[config.mk]
export PLATFORM = sky130hd
export DESIGN_NAME = sid_multi_writer
export DESIGN_NICKNAME = d
export VERILOG_FILES = /design/src/rtl/espsid_pkg.sv /design/src/rtl/sid_clk_gen.sv /design/src/rtl/sid_multi_writer.sv
export SDC_FILE = /design/constraint.sdc
export NUM_CORES = 1
export LEC_CHECK = 0
export BUFFER_PORTS_ARGS = -buffer_cell sky130_fd_sc_hd__buf_2
export CAP_MARGIN = 20
export CORE_UTILIZATION = 55
export DETAILED_ROUTE_END_ITERATION = 8
export GPL_ROUTABILITY_DRIVEN = 0
export PLACE_DENSITY_LB_ADDON = 0.3
export RECOVER_POWER = 50
export SYNTH_ARGS = -nofsm -noshare
export SYNTH_HDL_FRONTEND = slang
export SYNTH_HIERARCHICAL = 1
export SYNTH_SLANG_ARGS = --single-unit
[constraint.sdc]
create_clock -name clk -period 2.8 [get_ports clk]
set_clock_uncertainty 0.2 [all_clocks]
set_input_delay 0.28 -clock clk [delete_from_list [all_inputs] [get_ports clk]]
set_output_delay 0.28 -clock clk [all_outputs]
set_load 0.03 [all_outputs]
[src/rtl/espsid_pkg.sv]
// Shared definitions for the multi-SID writer: bus widths, writer FSM
// states and frame-size helper.
package espsid_pkg;

  localparam int SID_ADDR_W   = 5;
  localparam int SID_MAX_REGS = 25;

  typedef enum logic [2:0] {
    IDLE,
    SCAN,
    WAIT_FALL,
    HOLD,
    DONE
  } writer_state_e;

  // Number of bytes in one complete frame (chip-major layout).
  function automatic int frame_size(input int num_chips, input int num_regs);
    return num_chips * num_regs;
  endfunction

endpackage

[src/rtl/sid_clk_gen.sv]
// phi2 generator: divides clk by 2*CLK_DIV and marks each sid_clk edge with
// a one-cycle strobe that is coincident with the registered toggle.
module sid_clk_gen #(
  parameter int CLK_DIV = 8
) (
  input  logic clk,
  input  logic rst_n,
  output logic sid_clk,
  output logic phi_rise,
  output logic phi_fall
);

  localparam int DIV_W = (CLK_DIV > 1) ? $clog2(CLK_DIV) : 1;
  localparam logic [DIV_W-1:0] DIV_LAST = DIV_W'(CLK_DIV - 1);

  logic [DIV_W-1:0] div_q, div_d;
  logic             sid_clk_q, sid_clk_d;
  logic             toggle;

  // Divider next-state and edge strobes.
  // NOTE: every signal assigned in always_comb gets a value on every path
  // (defaults first), otherwise synthesis infers a latch.
  always_comb begin
    toggle    = (div_q == DIV_LAST);
    div_d     = toggle ? '0 : div_q + 1'b1;
    sid_clk_d = toggle ? ~sid_clk_q : sid_clk_q;
    phi_rise  = toggle && !sid_clk_q;
    phi_fall  = toggle && sid_clk_q;
  end

  // Divider and phi2 registers.
  // NOTE: sequential state uses non-blocking assignments so all flops sample
  // their inputs before any of them update within the same edge.
  always_ff @(posedge clk or negedge rst_n) begin
    if (!rst_n) begin
      div_q     <= '0;
      sid_clk_q <= 1'b0;
    end else begin
      div_q     <= div_d;
      sid_clk_q <= sid_clk_d;
    end
  end

  assign sid_clk = sid_clk_q;

endmodule

[src/rtl/sid_multi_writer.sv]
// Multi-SID glue stage: captures SPI frame bytes into a ping-pong buffer and
// writes them to NUM_CHIPS SIDs sharing one address/data bus, one chip-select
// per chip. Also generates phi2 and the SID reset.
// Build option: define SID_DELTA_EN to keep a shadow copy of the last values
// written and send only registers that changed; without it every frame
// rewrites all registers.
module sid_multi_writer
  import espsid_pkg::*;
#(
  parameter int NUM_CHIPS      = 2,   // 1..4, frame layout is chip-major
  parameter int NUM_REGS       = 25,  // 1..SID_MAX_REGS
  parameter int CLK_DIV        = 8,   // clk cycles per phi2 half-period, >= 2
  parameter int RST_PHI_CYCLES = 16   // phi2 periods of SID reset, >= 1
) (
  input  logic                  clk,
  input  logic                  rst_n,
  input  logic                  byte_valid,
  input  logic [7:0]            byte_in,
  input  logic                  frame_end,
  output logic                  sid_clk,
  output logic [SID_ADDR_W-1:0] sid_addr,
  output logic [7:0]            sid_data,
  output logic [NUM_CHIPS-1:0]  sid_cs_n,
  output logic                  sid_rw,
  output logic                  sid_rst_n,
  output logic                  busy,
  output logic                  frame_drop,
  output logic                  frame_short
);

  localparam int FRAME  = frame_size(NUM_CHIPS, NUM_REGS);
  localparam int CNT_W  = $clog2(FRAME + 1);
  localparam int IDX_W  = (FRAME > 1) ? $clog2(FRAME) : 1;
  localparam int CHIP_W = (NUM_CHIPS > 1) ? $clog2(NUM_CHIPS) : 1;
  localparam int RST_W  = $clog2(RST_PHI_CYCLES + 1);

  localparam logic [CNT_W-1:0]      FULL_CNT  = CNT_W'(FRAME);
  localparam logic [SID_ADDR_W-1:0] LAST_REG  = SID_ADDR_W'(NUM_REGS - 1);
  localparam logic [CHIP_W-1:0]     LAST_CHIP = CHIP_W'(NUM_CHIPS - 1);
  localparam logic [RST_W-1:0]      RST_LAST  = RST_W'(RST_PHI_CYCLES - 1);

  // ---------------------------------------------------------------------
  // phi2 generation
  // ---------------------------------------------------------------------
  logic phi_fall;
  logic phi_rise_unused;  // the writer only acts on falling edges

  sid_clk_gen #(
    .CLK_DIV (CLK_DIV)
  ) u_clk_gen (
    .clk      (clk),
    .rst_n    (rst_n),
    .sid_clk  (sid_clk),
    .phi_rise (phi_rise_unused),
    .phi_fall (phi_fall)
  );

  // ---------------------------------------------------------------------
  // SID reset: held low for RST_PHI_CYCLES falling phi2 edges
  // ---------------------------------------------------------------------
  logic [RST_W-1:0] rst_cnt_q, rst_cnt_d;
  logic             sid_rst_n_q, sid_rst_n_d;

  // Count phi2 falling edges until the SID reset is released.
  always_comb begin
    rst_cnt_d   = rst_cnt_q;
    sid_rst_n_d = sid_rst_n_q;
    if (!sid_rst_n_q && phi_fall) begin
      if (rst_cnt_q == RST_LAST) sid_rst_n_d = 1'b1;
      else                       rst_cnt_d   = rst_cnt_q + 1'b1;
    end
  end

  // SID reset registers.
  always_ff @(posedge clk or negedge rst_n) begin
    if (!rst_n) begin
      rst_cnt_q   <= '0;
      sid_rst_n_q <= 1'b0;
    end else begin
      rst_cnt_q   <= rst_cnt_d;
      sid_rst_n_q <= sid_rst_n_d;
    end
  end

  // ---------------------------------------------------------------------
  // Capture and frame accept
  // ---------------------------------------------------------------------
  logic [7:0]       bank_q [2][FRAME];
  logic [CNT_W-1:0] cnt_q, cnt_d, cnt_inc;
  logic             fill_bank_q, fill_bank_d;
  logic             frame_drop_q, frame_drop_d;
  logic             frame_short_q, frame_short_d;
  logic             cap_we;
  logic [IDX_W-1:0] cap_idx;
  logic             frame_full;
  logic             writer_ready;
  logic             swap;
  writer_state_e    state_q, state_d;

  // Byte counter, bank selection and accept/drop/short decisions.
  // A byte arriving with frame_end is counted before the length check.
  // A full frame arriving while the SIDs are still in reset is treated like
  // one arriving while busy: the writer cannot take it, so it is dropped.
  always_comb begin
    cap_we        = byte_valid && (cnt_q < FULL_CNT);
    cap_idx       = cnt_q[IDX_W-1:0];
    cnt_inc       = cap_we ? cnt_q + 1'b1 : cnt_q;
    frame_full    = (cnt_inc == FULL_CNT);
    cnt_d         = frame_end ? '0 : cnt_inc;
    writer_ready  = (state_q == IDLE) && sid_rst_n_q;
    swap          = frame_end && frame_full && writer_ready;
    frame_drop_d  = frame_end && frame_full && !writer_ready;
    frame_short_d = frame_end && !frame_full;
    fill_bank_d   = swap ? ~fill_bank_q : fill_bank_q;
  end

  // Capture control registers.
  always_ff @(posedge clk or negedge rst_n) begin
    if (!rst_n) begin
      cnt_q         <= '0;
      fill_bank_q   <= 1'b0;
      frame_drop_q  <= 1'b0;
      frame_short_q <= 1'b0;
    end else begin
      cnt_q         <= cnt_d;
      fill_bank_q   <= fill_bank_d;
      frame_drop_q  <= frame_drop_d;
      frame_short_q <= frame_short_d;
    end
  end

  // Frame bank storage.
  // NOTE: the byte storage has no reset; its contents are only read after a
  // complete frame has been written into it, so it maps onto plain RAM.
  always_ff @(posedge clk) begin
    if (cap_we) bank_q[fill_bank_q][cap_idx] <= byte_in;
  end

  // ---------------------------------------------------------------------
  // Writer
  // ---------------------------------------------------------------------
  logic [CHIP_W-1:0]     chip_q, chip_d;
  logic [SID_ADDR_W-1:0] reg_q, reg_d;
  logic                  busy_q, busy_d;
  logic [SID_ADDR_W-1:0] addr_q, addr_d;
  logic [7:0]            data_q, data_d;
  logic                  rw_q, rw_d;
  logic [NUM_CHIPS-1:0]  cs_n_q, cs_n_d;
  logic [IDX_W-1:0]      rd_idx;
  logic [7:0]            rd_val;
  logic                  last_pos;
  logic                  need_write;

`ifdef SID_DELTA_EN
  logic [7:0] shadow_q [FRAME];
  logic       shadow_valid_q, shadow_valid_d;
  logic       shadow_we;
`endif

  // Current register value from the active bank and the change test.
  always_comb begin
    rd_idx   = IDX_W'(int'(chip_q) * NUM_REGS + int'(reg_q));
    rd_val   = bank_q[~fill_bank_q][rd_idx];
    last_pos = (chip_q == LAST_CHIP) && (reg_q == LAST_REG);
`ifdef SID_DELTA_EN
    need_write = !shadow_valid_q || (rd_val != shadow_q[rd_idx]);
`else
    need_write = 1'b1;
`endif
  end

  // Writer next-state and bus outputs.
  always_comb begin
    state_d = state_q;
    chip_d  = chip_q;
    reg_d   = reg_q;
    busy_d  = busy_q;
    addr_d  = addr_q;
    data_d  = data_q;
    rw_d    = rw_q;
    cs_n_d  = cs_n_q;
`ifdef SID_DELTA_EN
    shadow_we      = 1'b0;
    shadow_valid_d = shadow_valid_q;
`endif

    unique case (state_q)
      IDLE: begin
        if (swap) begin
          busy_d  = 1'b1;
          chip_d  = '0;
          reg_d   = '0;
          state_d = SCAN;
        end
      end

      SCAN: begin
        if (need_write) begin
          state_d = WAIT_FALL;
        end else if (last_pos) begin
          state_d = DONE;
        end else if (reg_q == LAST_REG) begin
          reg_d  = '0;
          chip_d = chip_q + 1'b1;
        end else begin
          reg_d = reg_q + 1'b1;
        end
      end

      // Present address/data/select at a falling phi2 edge so they are
      // stable for the whole low phase before the SID latches.
      WAIT_FALL: begin
        if (phi_fall) begin
          addr_d         = reg_q;
          data_d         = rd_val;
          rw_d           = 1'b0;
          cs_n_d[chip_q] = 1'b0;
          state_d        = HOLD;
        end
      end

      // The SID latches at this falling edge; release select, keep the bus.
      HOLD: begin
        if (phi_fall) begin
          cs_n_d = '1;
          rw_d   = 1'b1;
`ifdef SID_DELTA_EN
          shadow_we = 1'b1;
`endif
          if (last_pos) begin
            state_d = DONE;
          end else begin
            state_d = SCAN;
            if (reg_q == LAST_REG) begin
              reg_d  = '0;
              chip_d = chip_q + 1'b1;
            end else begin
              reg_d = reg_q + 1'b1;
            end
          end
        end
      end

      DONE: begin
`ifdef SID_DELTA_EN
        shadow_valid_d = 1'b1;
`endif
        busy_d  = 1'b0;
        state_d = IDLE;
      end

      default: state_d = IDLE;
    endcase
  end

  // Writer state and bus registers.
  always_ff @(posedge clk or negedge rst_n) begin
    if (!rst_n) begin
      state_q <= IDLE;
      chip_q  <= '0;
      reg_q   <= '0;
      busy_q  <= 1'b0;
      addr_q  <= '0;
      data_q  <= '0;
      rw_q    <= 1'b1;
      cs_n_q  <= '1;
    end else begin
      state_q <= state_d;
      chip_q  <= chip_d;
      reg_q   <= reg_d;
      busy_q  <= busy_d;
      addr_q  <= addr_d;
      data_q  <= data_d;
      rw_q    <= rw_d;
      cs_n_q  <= cs_n_d;
    end
  end

`ifdef SID_DELTA_EN
  // Shadow validity: cleared by reset so the next frame rewrites everything.
  always_ff @(posedge clk or negedge rst_n) begin
    if (!rst_n) shadow_valid_q <= 1'b0;
    else        shadow_valid_q <= shadow_valid_d;
  end

  // Shadow copy of the value last written to each register.
  always_ff @(posedge clk) begin
    if (shadow_we) shadow_q[rd_idx] <= rd_val;
  end
`endif

  assign sid_addr    = addr_q;
  assign sid_data    = data_q;
  assign sid_cs_n    = cs_n_q;
  assign sid_rw      = rw_q;
  assign sid_rst_n   = sid_rst_n_q;
  assign busy        = busy_q;
  assign frame_drop  = frame_drop_q;
  assign frame_short = frame_short_q;

endmodule

* After elaboration in Yosys (flattened, before gate mapping)
Memories as Yosys holds them, arrays and structs flattened.
Index checks and enable logic that the tools add are counted.
Widths: inputs -> output; s select.
** Operators by class
- Reduce and logical (&&, ||, !) cells :: 26
- Eq/ne operators :: 13
- Mux-type cells :: 35
- $lt $le $gt $ge :: 6
- Add/subtract/negate cells :: 6
- $mul :: 1
- Bitwise operators :: 7
** Operators by type and width (count)
- $mux 400 :: 1
- $bmux 8 s6 :: 1
- $demux 8 s6 :: 1
- $mux 8 :: 3
- $mux 5 :: 4
- $mux 3 :: 5
- $ge 7x7->1 const B :: 2
- $not 6->7 :: 2
- $mux 6 :: 2
- $pmux 3 s4 :: 1
- $logic_and 1x1->1 :: 11
- $add 5x1->5 const B :: 2
- $ne 2x2->1 const B :: 5
- $pmux 5 s2 :: 1
- $mux 1 :: 9
- $reduce_and 2->1 :: 4
- $lt 7x1->1 const B :: 1
- $add 6x1->6 const B :: 1
- $add 6x5->6 :: 1
- $eq 3x2->1 const B :: 2
- $eq 3x3->1 const B :: 2
- $eq 6x6->1 const B :: 1
- $lt 6x6->1 const B :: 1
- $mul 1x5->6 const B :: 1
- other kinds (20) :: 30
** Word-level totals
- Output and inout bits :: 21
- Memory bits (writable) :: 800
- Bits of input ports :: 12
- Flip-flop bits (word level) :: 45
- Memories kept :: 1
** Memories
- bank_q :: words 2, width 400, read ports 1, clocked after memory_dff 0, wr ports 1, line sid_multi_writer.sv:88 : logic [7:0] bank_q [2][FRAME];

* Logic depth before layout (Yosys ltp)
- Depth after elaboration :: 8
- Gate-level depth with buffers :: 11
- Gate-level depth less buffers :: 9

* Cells and area by module
The synthesis kept the hierarchy.
** By module, submodules not included
- sid_multi_writer :: sequential area each 25052.8 um^2, cells each 1642, instances 1, area an instance 33348.2 um^2
- sid_clk_gen :: sequential area each 100.1 um^2, cells each 10, instances 1, area an instance 153.9 um^2

* Least setup slack after synthesis
No wires, ideal clock.
- Kind :: flip-flop to flip-flop
- Start :: register chip_q
- End :: register data_q[4], in the netlist sid_data[4]
- Required time :: 2.462 ns
- Path slack :: -0.304 ns
- Stages on the path, launching flop included :: 9
- Arrival time :: 2.766 ns
- Cells stage by stage :: dfrtp_1 ha_1 ha_1 a31oi_1 xor2_1 mux4_2 and2_0 a2111oi_0 nor4b_1
** Between the ends
- Word-level cells in the longest chain between the ends :: 6
** Ends and longest elaborated chain
- start: declaration :: line sid_multi_writer.sv:142 : logic [CHIP_W-1:0] chip_q, chip_d;
- start signal: assignment :: line sid_multi_writer.sv:269 : chip_q <= chip_d;
- $mul 1x5->6 :: line sid_multi_writer.sv:162 : rd_idx = IDX_W'(int'(chip_q) * NUM_REGS + int'(reg_q));
- $add 6x5->6 :: line sid_multi_writer.sv:162
- $not 6->7 :: line sid_multi_writer.sv:163 : rd_val = bank_q[~fill_bank_q][rd_idx];
- $bmux 8 s6 :: line sid_multi_writer.sv:163
- $mux 8 (not written as such) (2 in series) :: line sid_multi_writer.sv:163
- end signal: assignment :: line sid_multi_writer.sv:273 : data_q <= data_d;
- end: declaration :: line sid_multi_writer.sv:146 : logic [7:0] data_q, data_d;
No other way between the ends. The select of a mux whose other input is x is not followed.
A chain may end at the register's enable or synchronous reset.

* Worst setup path in the final report
- Start :: register chip_q
- End :: register data_q[0], in the netlist sid_data[0]
Same word-level chain as after synthesis.

==> key figures <==
Status
  • Outcome: finished, violations left
  • Failing checks: capacitance limit, slew limit, setup timing

Layout
  • Layout cells sized above 1: 36.3%
  • Most common cell after layout, fill and taps aside: edfxtp_1
  • # fillers: 3654
  • Post-layout util: 67.0%
  • Nets: 2057
  • Most frequent cells in the layout: 800 x edfxtp_1, 275 x buf_4, 207 x mux4_2
  • Fin cells: 2875
  • Design Area, Final: 40400 sq um
  • Syn-to-layout area delta: 20.6%
  • Ant diodes: 0

Power and ir drop
  • Sw Pwr: 0.00500 W
  • Sw Ratio: 20.1%
  • Power per cell area: 615 nW/um^2
  • Fraction of power consumed by the clock network: 42.8%
  • Static Leak: 13.3 nW
  • Peak supply drop: 0.420 mV
  • Internal power: 0.0198 W
  • Comb pwr share: 1.3%
  • Flop pwr share: 55.9%

CTS
  • H-tree levels: 3
  • CTS Buf Count: 82
  • CTS Root Cell: clkbuf_16
  • Sink Count: 845
  • CTS tree: built
  • Clock Latency Late Sink: 640 ps
  • CTS max path bufs: 3
  • Clk pin slew, worst setup/hold paths: 60 ps

Floorplanning
  • Die Area: 61900 sq um
  • FP Rows: 90
  • Die extent in y: 249 um
  • Die X-Extent: 249 um
  • Core ar.: 60200 sq um
  • Initial Utilization: 55.6%
  • IO Pins: 33

STA
  • Final Max Slew Viols: 239
  • Fin crit share: 109%
  • Least-Margin Pin Slew: 2230 ps
  • Rel. slew slack: -48.7%
  • Hold slack: 252 ps
  • Final Setup Violations: 8
  • Tmin final: 3050 ps
  • Final worst setup slack: -248 ps
  • Final hold violation count: 0
  • RSZ-0062 raised after global routing: true
  • Max Freq: 0.328 GHz
  • Setup_tns: -1440 ps

Synthesis
  • Post-Syn Instances: 1651
  • Syn. warnings: 6
  • Synth Cell Area: 33500 sq um
  • Avg Cell Area, Syn: 20.3 sq um
  • Mapped Nets: 1674

Route
  • WL final: 88.3 mm
  • # DRC: 0
  • Vias per inst: 6.45
  • WL/cell: 30.7 um
  • 1st-iter DRT viols: 2662
  • Antenna-violating nets left: 0
  • DR vias: 18500
  • Router iterations before antenna repair: 5

Min path
  • Hold Path Class: input pin to register

Placement
  • Post-DP HPWL: 53.8 mm
  • PortBufs: 32
  • Dpl cell area: 36700 sq um
  • Dpl cells: 2676

Worst setup path
  • Critical path data required time: 3120 ps
  • Maximum fanout along the worst path: 7
  • Type of origin of the critical path: register
  • Critical path endpoint category: register
  • Data arrival, critical path: 3370 ps
  • Worst Path Class, Setup: register to register

Global routing
  • Global route overflow: 0
  • Antenna violations before repair: 0
  • Global-route wire length before repair: 123 mm
  • Largest net degree at the start of global routing: 101
  • Number of global-route vias before repair: 18300
  • Aggregate global-route resource usage: 27.9%

Flow run
  • Max Cap Viol: 3
[area by class of cell]
class / instances / area [sq um] / share of cell area (%)
sequential: 845 / 25200 / 62.3
tap: 782 / 978 / 2.42
clock buffer: 98 / 2130 / 5.28
clock inverter: 45 / 405 / 1.00
multi-input combinational: 710 / 8130 / 20.1
timing repair buffer: 388 / 3560 / 8.81
inverter: 7 / 26.3 / 0.0650
[power groups by stage]
stage               clock network (W)  registers (W)   logic, W
finish                         0.0106         0.0139   0.000326
global route                   0.0112         0.0139   0.000345
CTS                            0.0107         0.0139   0.000348
detailed placement                  0         0.0141   0.000335
global placement                    0         0.0141   0.000314
floorplan                           0         0.0141  0.0000450
[worst paths after layout]
| kind | from | to | slack (ps) | cells after the start |
|---|---|---|---|---|
| max in group asynchronous | rst_n | fill_bank_q | 310 | 4 |
| min in group asynchronous | rst_n | sid_addr[4] | 920 | 4 |
| min reg2reg | sid_cs_n[1] | sid_cs_n[1] | 260 | 2 |
| max reg2reg | chip_q | sid_data[0] | -250 | 8 |
| max | chip_q | sid_data[0] | -250 | 8 |
| min | frame_end | cap_idx[4] | 250 | 3 |
[critical path, cell delays in order (launching register included)]
cell,delay [ps]
dfrtp_2,430
ha_4,300
buf_12,160
buf_12,180
mux4_2,340
mux4_2,530
and2_4,190
o41a_1,380
a22o_1,200
[sequential cells by signal, indices dropped and copies added, names as in the netlist]
register,flops
bank_q,800
busy,1
cap_idx,6
chip_q,1
fill_bank_q,1
frame_drop,1
frame_short,1
reg_q,5
rst_cnt_q,5
sid_addr,5
sid_cs_n,2
sid_data,8
sid_rst_n,1
sid_rw,1
state_q,3
u_clk_gen/div_q,3
u_clk_gen/sid_clk,1
[stage by stage]
stage | total power, W | setup slack, ps
3_3_place_gp | 0.0144 | -305
2_1_floorplan | 0.0142 | -42.6
5_1_grt | 0.0254 | -257
4_1_cts | 0.0249 | -188
6_report | 0.0248 | -248
3_5_place_dp | 0.0145 | -369
[layer usage]
layer / vias up / share of wire [%] / track usage [%]
li1: 7549 / - / -
met1: 9585 / 37 / 38.3
met2: 1206 / 48 / 43.9
met3: 195 / 11 / 6.49
met4: 0 / 4.0 / 10.7
met5: - / 0 / 0
[what timing repair did]
action	in CTS	in global routing
gates cloned	4	11
hold endpoints to repair	175	0
gates resized for setup	61	47
pin swaps	15	20
setup endpoints to repair	8	8
hold buffers	11	0
buffers inserted	9	23
(Power assumes the default switching activity.)
